[src/rtl/lcd_time_formatter.sv]
// lcd_time_formatter
// Converts binary date, time and alarm fields to BCD with a sequential
// double-dabble engine. Results go into a shadow bank. The bank is copied to
// a display bank in one cycle, so the display never shows a partly updated time.
// For the requested cell index, one ASCII character is returned per clock.
//
// Ports:
//   clk, rst            clock, asynchronous active-low reset
//   tick_1hz, refresh   one-cycle conversion requests (tick also toggles blink)
//   mode                0 clock, 1 alarm, 2 set, 3 same as clock
//   edit_field          field blanked while blinking in set mode (6/7 none)
//   year..second        binary time fields
//   al_hour..al_sec     binary alarm time
//   alarm_en/ring       alarm armed / alarm currently firing
//   index               requested cell (line 1 starts at COLS)
//   out                 character for index sampled on the previous edge
//   busy, done          conversion in progress / display bank updated pulse
module lcd_time_formatter #(
  parameter int COLS = 16,
  parameter int IDXW = 6
) (
  input  logic            clk,
  input  logic            rst,
  input  logic            tick_1hz,
  input  logic            refresh,
  input  logic [1:0]      mode,
  input  logic [2:0]      edit_field,
  input  logic [7:0]      year,
  input  logic [7:0]      month,
  input  logic [7:0]      day,
  input  logic [7:0]      hour,
  input  logic [7:0]      minute,
  input  logic [7:0]      second,
  input  logic [7:0]      al_hour,
  input  logic [7:0]      al_min,
  input  logic [7:0]      al_sec,
  input  logic            alarm_en,
  input  logic            alarm_ring,
  input  logic [IDXW-1:0] index,
  output logic [7:0]      out,
  output logic            busy,
  output logic            done
);

  typedef enum logic [1:0] {IDLE, LOAD, SHIFT, COMMIT} state_t;

  // Fixed text for each 16-character line. Digit cells are filled in later.
  localparam logic [127:0] T_DATE  = "DATE 2   /  /   ";
  localparam logic [127:0] T_TIME  = "TIME   :  :     ";
  localparam logic [127:0] T_ALRM  = "ALRM   :  :     ";
  localparam logic [127:0] T_AL_ON = "ALARM ON        ";
  localparam logic [127:0] T_AL_OF = "ALARM OFF       ";

  localparam logic [IDXW:0] LINE_W = (IDXW+1)'(COLS);
  localparam logic [IDXW:0] END_W  = (IDXW+1)'(2 * COLS);
  localparam logic [IDXW:0] C16    = (IDXW+1)'(16);

  state_t      state;
  logic [3:0]  field;
  logic [2:0]  bit_cnt;
  logic [19:0] dd;
  logic [19:0] dd_next;
  logic [7:0]  field_val;
  logic [11:0] shadow [9];
  logic [11:0] disp   [9];
  logic        pending;
  logic        boot;
  logic        blink;

  // One double-dabble step: add 3 to each BCD nibble >= 5, then shift left.
  function automatic logic [19:0] dd_step(input logic [19:0] v);
    logic [19:0] t;
    t = v;
    if (t[11:8]  >= 4'd5) t[11:8]  = t[11:8]  + 4'd3;
    if (t[15:12] >= 4'd5) t[15:12] = t[15:12] + 4'd3;
    if (t[19:16] >= 4'd5) t[19:16] = t[19:16] + 4'd3;
    return {t[18:0], 1'b0};
  endfunction

  function automatic logic [7:0] pick(input logic [127:0] s, input logic [3:0] c);
    return s[8*(15-int'(c)) +: 8];
  endfunction

  function automatic logic [7:0] dig(input logic [3:0] n);
    return 8'h30 + {4'h0, n};
  endfunction

  assign dd_next = dd_step(dd);

  // Field order: year, month, day, hour, minute, second, then the alarm fields.
  always_comb begin
    field_val = 8'd0;
    case (field)
      4'd0:    field_val = year;
      4'd1:    field_val = month;
      4'd2:    field_val = day;
      4'd3:    field_val = hour;
      4'd4:    field_val = minute;
      4'd5:    field_val = second;
      4'd6:    field_val = al_hour;
      4'd7:    field_val = al_min;
      4'd8:    field_val = al_sec;
      default: field_val = 8'd0;
    endcase
  end

  // Conversion FSM. The boot flag forces one conversion after reset release.
  // Requests that arrive while a conversion runs merge into one pending start.
  always_ff @(posedge clk or negedge rst) begin
    if (!rst) begin
      state   <= IDLE;
      field   <= 4'd0;
      bit_cnt <= 3'd0;
      dd      <= 20'd0;
      busy    <= 1'b0;
      done    <= 1'b0;
      pending <= 1'b0;
      boot    <= 1'b1;
      blink   <= 1'b0;
      for (int i = 0; i < 9; i++) begin
        shadow[i] <= 12'd0;
        disp[i]   <= 12'd0;
      end
    end else begin
      done <= 1'b0;
      if (tick_1hz) blink <= ~blink;
      if ((tick_1hz || refresh) && state != IDLE) pending <= 1'b1;
      case (state)
        IDLE: begin
          if (boot || pending || tick_1hz || refresh) begin
            boot    <= 1'b0;
            pending <= 1'b0;
            field   <= 4'd0;
            busy    <= 1'b1;
            state   <= LOAD;
          end
        end
        LOAD: begin
          dd      <= {12'd0, field_val};
          bit_cnt <= 3'd0;
          state   <= SHIFT;
        end
        SHIFT: begin
          dd      <= dd_next;
          bit_cnt <= bit_cnt + 3'd1;
          if (bit_cnt == 3'd7) begin
            shadow[field] <= dd_next[19:8];
            if (field == 4'd8) begin
              state <= COMMIT;
            end else begin
              field <= field + 4'd1;
              state <= LOAD;
            end
          end
        end
        COMMIT: begin
          disp  <= shadow;
          done  <= 1'b1;
          busy  <= 1'b0;
          state <= IDLE;
        end
        default: state <= IDLE;
      endcase
    end
  end

  logic [IDXW:0] idx_ext;
  logic [IDXW:0] col;
  logic [3:0]    c;
  logic [3:0]    cell_field;
  logic [3:0]    base;
  logic [1:0]    pos;
  logic [11:0]   bcd;
  logic          line1;
  logic          in_line;
  logic          alarm_view;
  logic [7:0]    ch;

  assign idx_ext    = {1'b0, index};
  assign alarm_view = (mode == 2'd1);

  // Character lookup. A digit cell is tagged with its field (cell_field) and
  // its digit position (pos: 2 hundreds, 1 tens, 0 ones). The digit is filled
  // in from the display bank. Ring blanking of line 1 is applied last, so it
  // overrides every other rule.
  always_comb begin
    ch         = 8'h20;
    col        = '0;
    c          = 4'd0;
    cell_field = 4'hF;
    base       = 4'd3;
    pos        = 2'd0;
    bcd        = 12'd0;
    line1      = 1'b0;
    in_line    = 1'b0;
    if (idx_ext < LINE_W) begin
      in_line = 1'b1;
      col     = idx_ext;
    end else if (idx_ext < END_W) begin
      in_line = 1'b1;
      line1   = 1'b1;
      col     = idx_ext - LINE_W;
    end
    if (in_line && col < C16) begin
      c = col[3:0];
      if (!line1) begin
        if (alarm_view) begin
          ch = alarm_en ? pick(T_AL_ON, c) : pick(T_AL_OF, c);
        end else begin
          ch = pick(T_DATE, c);
          case (c)
            4'd6:  begin cell_field = 4'd0; pos = 2'd2; end
            4'd7:  begin cell_field = 4'd0; pos = 2'd1; end
            4'd8:  begin cell_field = 4'd0; pos = 2'd0; end
            4'd10: begin cell_field = 4'd1; pos = 2'd1; end
            4'd11: begin cell_field = 4'd1; pos = 2'd0; end
            4'd13: begin cell_field = 4'd2; pos = 2'd1; end
            4'd14: begin cell_field = 4'd2; pos = 2'd0; end
            default: ;
          endcase
        end
      end else begin
        ch   = alarm_view ? pick(T_ALRM, c) : pick(T_TIME, c);
        base = alarm_view ? 4'd6 : 4'd3;
        if (!alarm_view && c == 4'd15 && alarm_en) ch = 8'h41;
        case (c)
          4'd5:  begin cell_field = base;        pos = 2'd1; end
          4'd6:  begin cell_field = base;        pos = 2'd0; end
          4'd8:  begin cell_field = base + 4'd1; pos = 2'd1; end
          4'd9:  begin cell_field = base + 4'd1; pos = 2'd0; end
          4'd11: begin cell_field = base + 4'd2; pos = 2'd1; end
          4'd12: begin cell_field = base + 4'd2; pos = 2'd0; end
          default: ;
        endcase
      end
      if (cell_field != 4'hF) begin
        bcd = disp[cell_field];
        if (cell_field == 4'd0) begin
          ch = (pos == 2'd2) ? dig(bcd[11:8]) : (pos == 2'd1) ? dig(bcd[7:4]) : dig(bcd[3:0]);
        end else if (bcd[11:8] != 4'd0) begin
          ch = 8'h2D;
        end else begin
          ch = (pos == 2'd1) ? dig(bcd[7:4]) : dig(bcd[3:0]);
        end
        if (mode == 2'd2 && blink && cell_field < 4'd6 && edit_field == cell_field[2:0]) ch = 8'h20;
      end
    end
    if (line1 && alarm_ring && blink) ch = 8'h20;
  end

  // Lookup result register: out holds the character for the previous index.
  always_ff @(posedge clk or negedge rst) begin
    if (!rst) out <= 8'h00;
    else      out <= ch;
  end

endmodule

[config.mk]
export PLATFORM = sky130hd
export DESIGN_NAME = lcd_time_formatter
export DESIGN_NICKNAME = d
export VERILOG_FILES = /design/src/rtl/lcd_time_formatter.sv
export SDC_FILE = /design/constraint.sdc
export NUM_CORES = 1
export LEC_CHECK = 0
export ABC_AREA = 1
export BUFFER_PORTS_ARGS = -buffer_cell sky130_fd_sc_hd__buf_2
export CAP_MARGIN = 0
export CORE_MARGIN = 1.5
export CORE_UTILIZATION = 65
export CTS_CLUSTER_SIZE = 12
export DETAILED_ROUTE_END_ITERATION = 16
export PLACE_DENSITY = 0.87
export SLEW_MARGIN = 25
export SYNTH_ARGS = -nofsm -noshare
export SYNTH_HDL_FRONTEND = slang
export SYNTH_SLANG_ARGS = --single-unit
[constraint.sdc]
create_clock -name clk -period 4.35 [get_ports clk]
set_clock_uncertainty 0.05 [all_clocks]
set_input_delay 0.2175 -clock clk [delete_from_list [all_inputs] [get_ports clk]]
set_output_delay 0.2175 -clock clk [all_outputs]
set_load 0.01 [all_outputs]
After elaboration in Yosys (flattened, before gate mapping)
Index checks and enable logic that the tools add are counted.

storage, ports and cells
  bits in registers = 258
  input bits = 89
  output and inout bits = 10
  word-level logic and storage cells = 181

cells by class
  add/subtract/negate cells = 12
  order comparisons = 10
  equal/unequal tests = 32
  shifts and indexed selects = 5
  mux-type cells = 55
  bitwise logic cells = 3
  reductions and logical operators = 36

operators by type and width
  operator                  number
  $shiftx 128x8->8 const A  5
  $bwmux 108                1
  $mux 8                    11
  $pmux 8 s9                1
  $bmux 12 s4               1
  $demux 12 s4              1
  $pmux 20 s2               1
  $eq 4x4->1 const B        9
  $mux 12                   3
  $mux 4                    8
  $eq 4x3->1 const B        7
  $mux 7                    4
  $pmux 4 s3                2
  $add 6x4->7 const A       3
  $ge 4x3->1 const B        3
  $mux 2                    6
  $ge 5x5->1 const B        2
  $logic_and 1x1->1         10
  $not 4->5                 2
  $reduce_or 2->1           5
  $mux 1                    9
  $reduce_or 3->1           3
  $add 4x2->4 const B       2
  $eq 2x2->1 const B        4
  other kinds (34)          50

Longest topological paths before layout
Gate-level depths: netlist of the first run.

  word-level depth = 21
  gate-level depth with buffers = 23
  mapped depth without buffers = 21

Worst setup path after synthesis of the first run
No wires, ideal clock.

  path kind = reg-to-reg
  start point = register field[0]
  end point = register dd[6]
  library setup time = 87 ps
  arrival = 1978 ps
  required time = 4213 ps
  path slack = 2235 ps
  stages on the path, launching flop included = 9
  path buffers = 0
  clock period less this slack = 2115 ps
  cells stage by stage = dfrtp_1 inv_1 ha_1 inv_1 nor2_1 nor4_1 a311oi_1 nand2_1 o211ai_1

between the ends
  word-level cells in the longest chain between the ends = 3
  elaborated cells between the ends (all ways) = 11
  classes of those cells = eq/ne: 8; mux: 2; reduce/logical: 1

ends and longest elaborated chain
  element                                   RTL line  text
  start, declared                           59        logic [3:0] field;
  start signal, assigned                    151       field <= field + 4'd1;
  $eq 4x4->1, or another cell as far along  93        case (field)
  $pmux 8 s9 *                              93
  $pmux 20 s2 *                             128       case (state)
  end signal, assigned                      139       dd <= {12'd0, field_val};
  end signal, assigned                      144       dd <= dd_next;
  end, declared                             61        logic [19:0] dd;

Every way passes the cells marked *; elsewhere a longest branch is shown, timed or not.
A chain may end at the register's enable or synchronous reset.

Worst setup path in the final report of the first run
  start point = register field[0]
  end point = register dd[3]

The elaborated chain is that of the path after synthesis.

==> results of run 1 <==
==> cell type report <==
| cell class | instances | area share (%) |
|---|---|---|
| inverter | 160 | 4.29 |
| sequential | 257 | 45.8 |
| timing repair buffer | 128 | 5.76 |
| clock inverter | 6 | 0.437 |
| multi-input combinational | 1050 | 36.1 |
| tap | 234 | 2.08 |
| clock buffer | 42 | 5.50 |
==> worst paths after layout <==
path                       depth (start not counted)       start  endpoint  slack (ps)
setup / recovery                                  10    field[0]     dd[3]        1530
hold / removal                                     2         rst     dd[6]         100
setup reg to reg                                  10    field[0]     dd[3]        1530
hold reg to reg                                    2        boot      boot         410
max in group asynchronous                          4         rst   disp[3]        2940
min in group clk                                   6  alarm_ring    out[4]         110
==> critical path: cells and delay by family (launching register included) <==
family	cells	cell delay, ps
AND/OR/NAND/NOR	3	810
buffers and inverters	3	770
AO/OA/AOI/OAI	3	420
adder cells (fa/ha/maj)	1	230
flip-flops	1	420
==> Yosys cell counts, types with 3 or more instances <==
cell type	n
nand3_1	128
ha_1	21
inv_2	6
buf_6	3
xor2_1	5
o211ai_1	6
nor3_1	4
buf_2	10
inv_1	152
o21ai_0	197
o21ai_1	9
nand2_1	500
buf_1	3
dfrtp_1	256
o22ai_1	14
nor2_4	3
o2111ai_1	3
a21oi_1	33
nor2_1	54
a22o_1	13
buf_4	6
clkbuf_1	47
nand3_2	6
a221oi_1	16
nand4_1	3
o221ai_1	5
nand2_2	6
==> layout by cell type, fill, tap and decap left out, types with 4 or more instances in the layout <==
| cell type | Yosys | routed |
|---|---|---|
| a21oi_1 | 33 | 33 |
| a221oi_1 | 16 | 16 |
| a22o_1 | 13 | 13 |
| buf_2 | 10 | 96 |
| buf_4 | 6 | 10 |
| clkbuf_1 | 47 | 11 |
| clkbuf_16 | 0 | 27 |
| clkbuf_8 | 0 | 4 |
| dfrtp_1 | 256 | 256 |
| dlygate4sd3_1 | 0 | 19 |
| ha_1 | 21 | 20 |
| inv_1 | 152 | 152 |
| inv_2 | 6 | 6 |
| nand2_1 | 500 | 500 |
| nand2_2 | 6 | 6 |
| nand3_1 | 128 | 128 |
| nand3_2 | 6 | 6 |
| nor2_1 | 54 | 54 |
| nor3_1 | 4 | 4 |
| o211ai_1 | 6 | 6 |
| o21ai_0 | 197 | 197 |
| o21ai_1 | 9 | 9 |
| o221ai_1 | 5 | 5 |
| o22ai_1 | 14 | 14 |
| xor2_1 | 5 | 5 |
==> per-stage QoR <==
step	area, µm²	instances	worst slack [ps]	utilization, %
after global placement	13000	1809	1420	69.4
final	14000	1877	1530	75.1
after detailed placement	13000	1809	1360	69.4
after global routing	14000	1877	1370	75.1
after CTS	14000	1876	1500	74.9
after floorplan	12400	1536	2230	-
==> where the power goes <==
group | switching (mW) | total (mW) | internal [mW]
sequential | 0.0571 | 2.54 | 2.48
combinational | 0.894 | 1.29 | 0.395
clock | 0.903 | 2.18 | 1.27
total | 1.85 | 6.00 | 4.15
==> per-layer routing <==
layer | up-vias | share of wire [%] | global-route usage, %
met5 | - | 0 | 0
met4 | 0 | 2.9 | 13.3
met3 | 74 | 7.9 | 4.99
met2 | 533 | 50 | 57.2
met1 | 5324 | 40 | 43.9
li1 | 5172 | - | -
==> registers in the layout (all words and copies together) (netlist names) <==
name / flops
disp: 108
shadow: 108
dd: 20
out: 7
field: 4
bit_cnt: 3
state: 2
blink: 1
boot: 1
busy: 1
done: 1
pending: 1
==> repair_timing <==
item	CTS	global route
buffers inserted	0	0
hold endpoints to repair	142	0
hold buffers	19	0
==> cell families after synthesis <==
| logic type | after synthesis | share of synthesized area, % |
|---|---|---|
| adders and majority gates | 21 | 2.12 |
| and+or+nand+nor | 714 | 24.0 |
| buffers and inverters | 229 | 7.41 |
| DFF | 257 | 51.8 |
| other | 1 | 0.0302 |
| AOI/OAI and AO/OA | 307 | 14.1 |
| xor gates and xnor gates | 7 | 0.494 |
==> run metrics, run 1 <==
status complete, no violations; area of the multi-input gates a little over 5000 µm²; PortBufs 97; min Tclk post-route 2820 ps; slowest CP cell nor2_1; top cells by area, synth dfrtp_1, nand2_1, o21ai_0; Crit. End Element register; CTS Root Cell clkbuf_16; synthesized flop and latch total roughly 260; Routed Antenna Nets 0; vias in the first global route 10800; Placer Congestion slightly below 0.9; floorplan core area 18700 µm²; drt initial violations 1215; DRC 0; Final Setup Violations 0; slew margin rel. just under 40%; Post-synth EDFFs 0; Final Total Pwr around 6 mW; ys async rst share 100%; die width 141 µm; HP Class in2async; highest cell delay on the worst timing path 640 ps; Net Count, Synth 1646; fraction of layout cells with a size suffix above 1 10.8%; HPWL Detailed 21.1 mm; Worst EP arrival between 3000 and 4000 ps; Top FF cell, synth dfrtp_1; # rows 50; CTS Sinks 257; PostCTS Resize Cnt 0; critical path class reg2reg; fillcell total 1290; Via Count 11100; hold slack between 100 and 150 ps; first-pass GRT wire length 53.4 mm; Yosys top cell area share between 50% and 60%; Starting Density 66.3%; clk buf depth 3; Via-to-Cell Ratio 5.92; Ys Warns 0; P_leak between 6 and 7 nW; actual slew at the worst max-slew pin about 910 ps; Max Slew Vio Count 0; setup_tns 0 ps; final hold vios 0; Crit Path Max Fanout 9; CTS H-Tree Depth 1; most frequent CP cell inv_1; synthesized area around 12000 µm²; CTS clk-pin slew, worst paths 60 ps; clk_lat worst skew 540 ps; nature of the critical path startpoint register; I/O pin cnt 99; Max-Cap Viols 0; GRT overflow 0; power density over the cells 427 nW/µm²; RSZ-0062 raised after global routing false; cts bufs inserted 27; ant diodes 0; TritonRoute pass-1 iters 6; CTS tree yes; Max Fclk between 300 and 400 MHz; CP cell instances inv_1 -> ha_1 -> inv_1 -> nor2_1 -> a22o_1 -> a221oi_1 -> nand3_1 -> dlygate4sd3_1 -> nand2_1 -> o221ai_1; pin count of the biggest net entering global routing approximately 140; maximum vdd drop roughly 340 µV; die area 19900 µm²; sequential area share after synthesis 51.8%; Reg area 6430 µm²; Critical Path RT 4730 ps; Syn Area/Cell ~8.1 µm²; Global Route Usage Sum 33.7%; post-synth top area cell dfrtp_1; initial antenna violation count 0; Final Cycle Share 64.8%; WL/cell roughly 18 µm; Post-layout nets 1734; WL final 32.9 mm; number of distinct library cells after synthesis 47; Chip Height 141 µm; Cells after Synth roughly 1500; synthesis-to-layout area growth 13.2%
No activity file was read; power rests on OpenSTA's default activity.
==> run 2, diff against run 1 <==
--- a/config.mk
+++ b/config.mk
@@ -9,10 +9,10 @@
 export BUFFER_PORTS_ARGS = -buffer_cell sky130_fd_sc_hd__buf_2
 export CAP_MARGIN = 0
 export CORE_MARGIN = 1.5
-export CORE_UTILIZATION = 65
+export CORE_UTILIZATION = 60
 export CTS_CLUSTER_SIZE = 12
 export DETAILED_ROUTE_END_ITERATION = 16
-export PLACE_DENSITY = 0.87
+export PLACE_DENSITY = 0.82
 export SLEW_MARGIN = 25
 export SYNTH_ARGS = -nofsm -noshare
 export SYNTH_HDL_FRONTEND = slang
==> constraint.sdc (replaced) <==
create_clock -name clk -period 2.75 [get_ports clk]
set_clock_uncertainty 0.05 [all_clocks]
set_input_delay 0.1375 -clock clk [delete_from_list [all_inputs] [get_ports clk]]
set_output_delay 0.1375 -clock clk [all_outputs]
set_load 0.01 [all_outputs]
==> run metrics, run 2 (same netlist as run 1, synthesis figures left out) <==
status complete, no violations; hold path depth 6; Final Cycle Share 95.5% (+31 points); M2 GR Usage 49.7% (-7.5 points); most common cell after layout, fill and taps aside nand2_1; area post-placement 13300 µm² (+2.6%); Post-layout nets 1767 (+1.9%); initial antenna violation count 0 (unchanged); cts bufs inserted 27 (unchanged); TritonRoute pass-1 iters 6 (unchanged); WL/cell 16.4 µm (-6.1%); clk buf depth 3 (unchanged); fraction of layout cells with a size suffix above 1 12.3% (+1.5 points); CTS Root Cell clkbuf_16; Critical Path RT 3060 ps (-1670 ps); Top Usage Layer GRT met2; P_leak 7.01 nW (+2.1%); r2r endpoint dd[4]; # rows 52 (+4.0%); Chip Height 147 µm (+4.0%); ant diodes 0 (unchanged); clk_lat worst skew 530 ps (about the same); Max Fclk 381 MHz (+7.4%); CTS Sinks 257 (unchanged); CTS clk-pin slew, worst paths 70 ps (about the same); nature of the critical path startpoint register; cell area after layout 14300 µm² (+2.1%); Largest regs disp (108), shadow (108), dd (20); PortBufs 97 (unchanged); RR Startpoint field[0]; Via Count 10900 (-1.5%); RSZ-0062 raised after global routing false; met1 Use GR 41.6% (-2.3 points); HPWL Detailed 21.2 mm (+0.49%); first-pass GRT wire length 52.8 mm (-1.1%); HP Start alarm_ring; met3 Resource Use GR 3.79% (-1.2 points); I/O pin cnt 99 (unchanged); Crit Path Max Fanout 8 (-1); min Tclk post-route 2630 ps (-195 ps); GRT overflow 0 (unchanged); Hold Path Sink out[0]; maximum vdd drop 571 µV (+69%); CP cell instances inv_1 -> ha_1 -> nand2_1 -> nor2_1 -> buf_4 -> a22o_1 -> a221oi_1 -> nand3_1 -> dlygate4sd3_1 -> nand2_1 -> o221ai_1; most frequent CP cell nand2_1; setup_tns 0 ps (unchanged); WL final 31.9 mm (-3.0%); critical path class reg2reg; slew margin rel. 38.3% (-0.30 points); die area 21600 µm² (+8.2%); floorplan core area 20200 µm² (+8.2%); Crit. End Element register; actual slew at the worst max-slew pin 919 ps (+4.47 ps); CTS tree yes; final hold vios 0 (unchanged); Global Route Usage Sum 30.2% (-3.4 points); slowest CP cell dlygate4sd3_1; die width 147 µm (+4.0%); highest cell delay on the worst timing path 570 ps (-70 ps); Starting Density 61.3% (-5.0 points); reg2reg setup slack 120 ps (-1410 ps); Max Slew Vio Count 0 (unchanged); pin count of the biggest net entering global routing 173 (+27%); HP Class in2reg; Final Setup Violations 0 (unchanged); Final Total Pwr 9.42 mW (+57%); Routed Antenna Nets 0 (unchanged); most frequent cells in the layout nand2_1, dfrtp_1, o21ai_0, inv_1, nand3_1; CTS H-Tree Depth 1 (unchanged); Worst EP arrival 2940 ps (-260 ps); power density over the cells 657 nW/µm² (+54%); Max-Cap Viols 0 (unchanged); setup repair bufs after CTS 0 (unchanged); Placer Congestion 0.952 (+7.4%); vias in the first global route 10700 (-1.5%); Via-to-Cell Ratio 5.64 (-4.6%); drt initial violations 885 (-27%); worst-case reg-to-reg path depth 11 (+1); DRC 0 (unchanged); synthesis-to-layout area growth 15.6%
==> run 2: cell types whose count changed in the layout (fill, tap and decap cells not counted), sizes merged <==
cell | before | now
buf | 109 | 139
clkinv | 4 | 3
clkbuf | 42 | 36
inv | 160 | 159
dlygate4sd3 | 19 | 22
clkinvlp | 1 | 2
==> run 2: layer usage <==
metal | vias up | part of all wire, %
met5 | - | 0
met4 | 0 | 3.4
met3 | 74 | 6.3
met2 | 404 | 48
met1 | 5238 | 43
li1 | 5225 | -
==> run 2: final cells by class <==
| type | instances | area (µm²) |
|---|---|---|
| flip-flops and latches | 257 | 6430 |
| fillers | 1566 | 5890 |
| multi-input cells | 1050 | 5080 |
| repair buffers | 161 | 1110 |
| clock buffers | 36 | 729 |
| inverters | 160 | 603 |
| well taps | 270 | 338 |
| clock inverters | 5 | 55.1 |
==> run 2: worst max-delay path by stage <==
stage	start	to	slack (ps)	cells past startpoint
after global placement	index[5]	out[0]	260	20
after floorplan	field[0]	dd[6]	630	8
final	field[0]	dd[4]	120	11
after global routing	field[0]	dd[4]	8	11
after CTS	field[0]	dd[4]	130	11
after detailed placement	index[1]	out[1]	180	20
==> run 2: report_power, final <==
| group | total (mW) | internal [mW] | switching (mW) | leakage (nW) |
|---|---|---|---|---|
| clock | 3.33 | 1.93 | 1.40 | 0.378 |
| combinational | 2.08 | 0.708 | 1.38 | 3.08 |
| sequential | 4.01 | 3.92 | 0.0897 | 3.56 |
| total | 9.42 | 6.56 | 2.87 | 7.01 |
==> run 2: repair_timing <==
item                       in CTS  in global routing
setup endpoints to repair       0                  2
resized for setup               0                  2
hold endpoints to repair       94                  0
hold buffers                   22                  0
==> run 2: worst max-delay path: cells and delay by family, from the launching register on <==
| kind | cells | cell delay, ps |
|---|---|---|
| buffers and inverters | 3 | 880 |
| and+or+nand+nor | 4 | 340 |
| AOI/OAI and AO/OA | 3 | 550 |
| DFF | 1 | 400 |
| adders and majority gates | 1 | 240 |
==> run 2: stage by stage <==
| stage | setup WS (ps) | utilization (%) | cells | hold slack (ps) |
|---|---|---|---|---|
| 6_report | 124 | 70.9 | 1939 | 59.1 |
| 5_1_grt | 7.92 | 70.9 | 1939 | 79.7 |
| 4_1_cts | 126 | 70.8 | 1939 | 38.4 |
| 3_5_place_dp | 180 | 65.9 | 1876 | 149 |
| 3_3_place_gp | 263 | 65.9 | 1876 | 142 |
| 2_1_floorplan | 635 | - | 1536 | -208 |
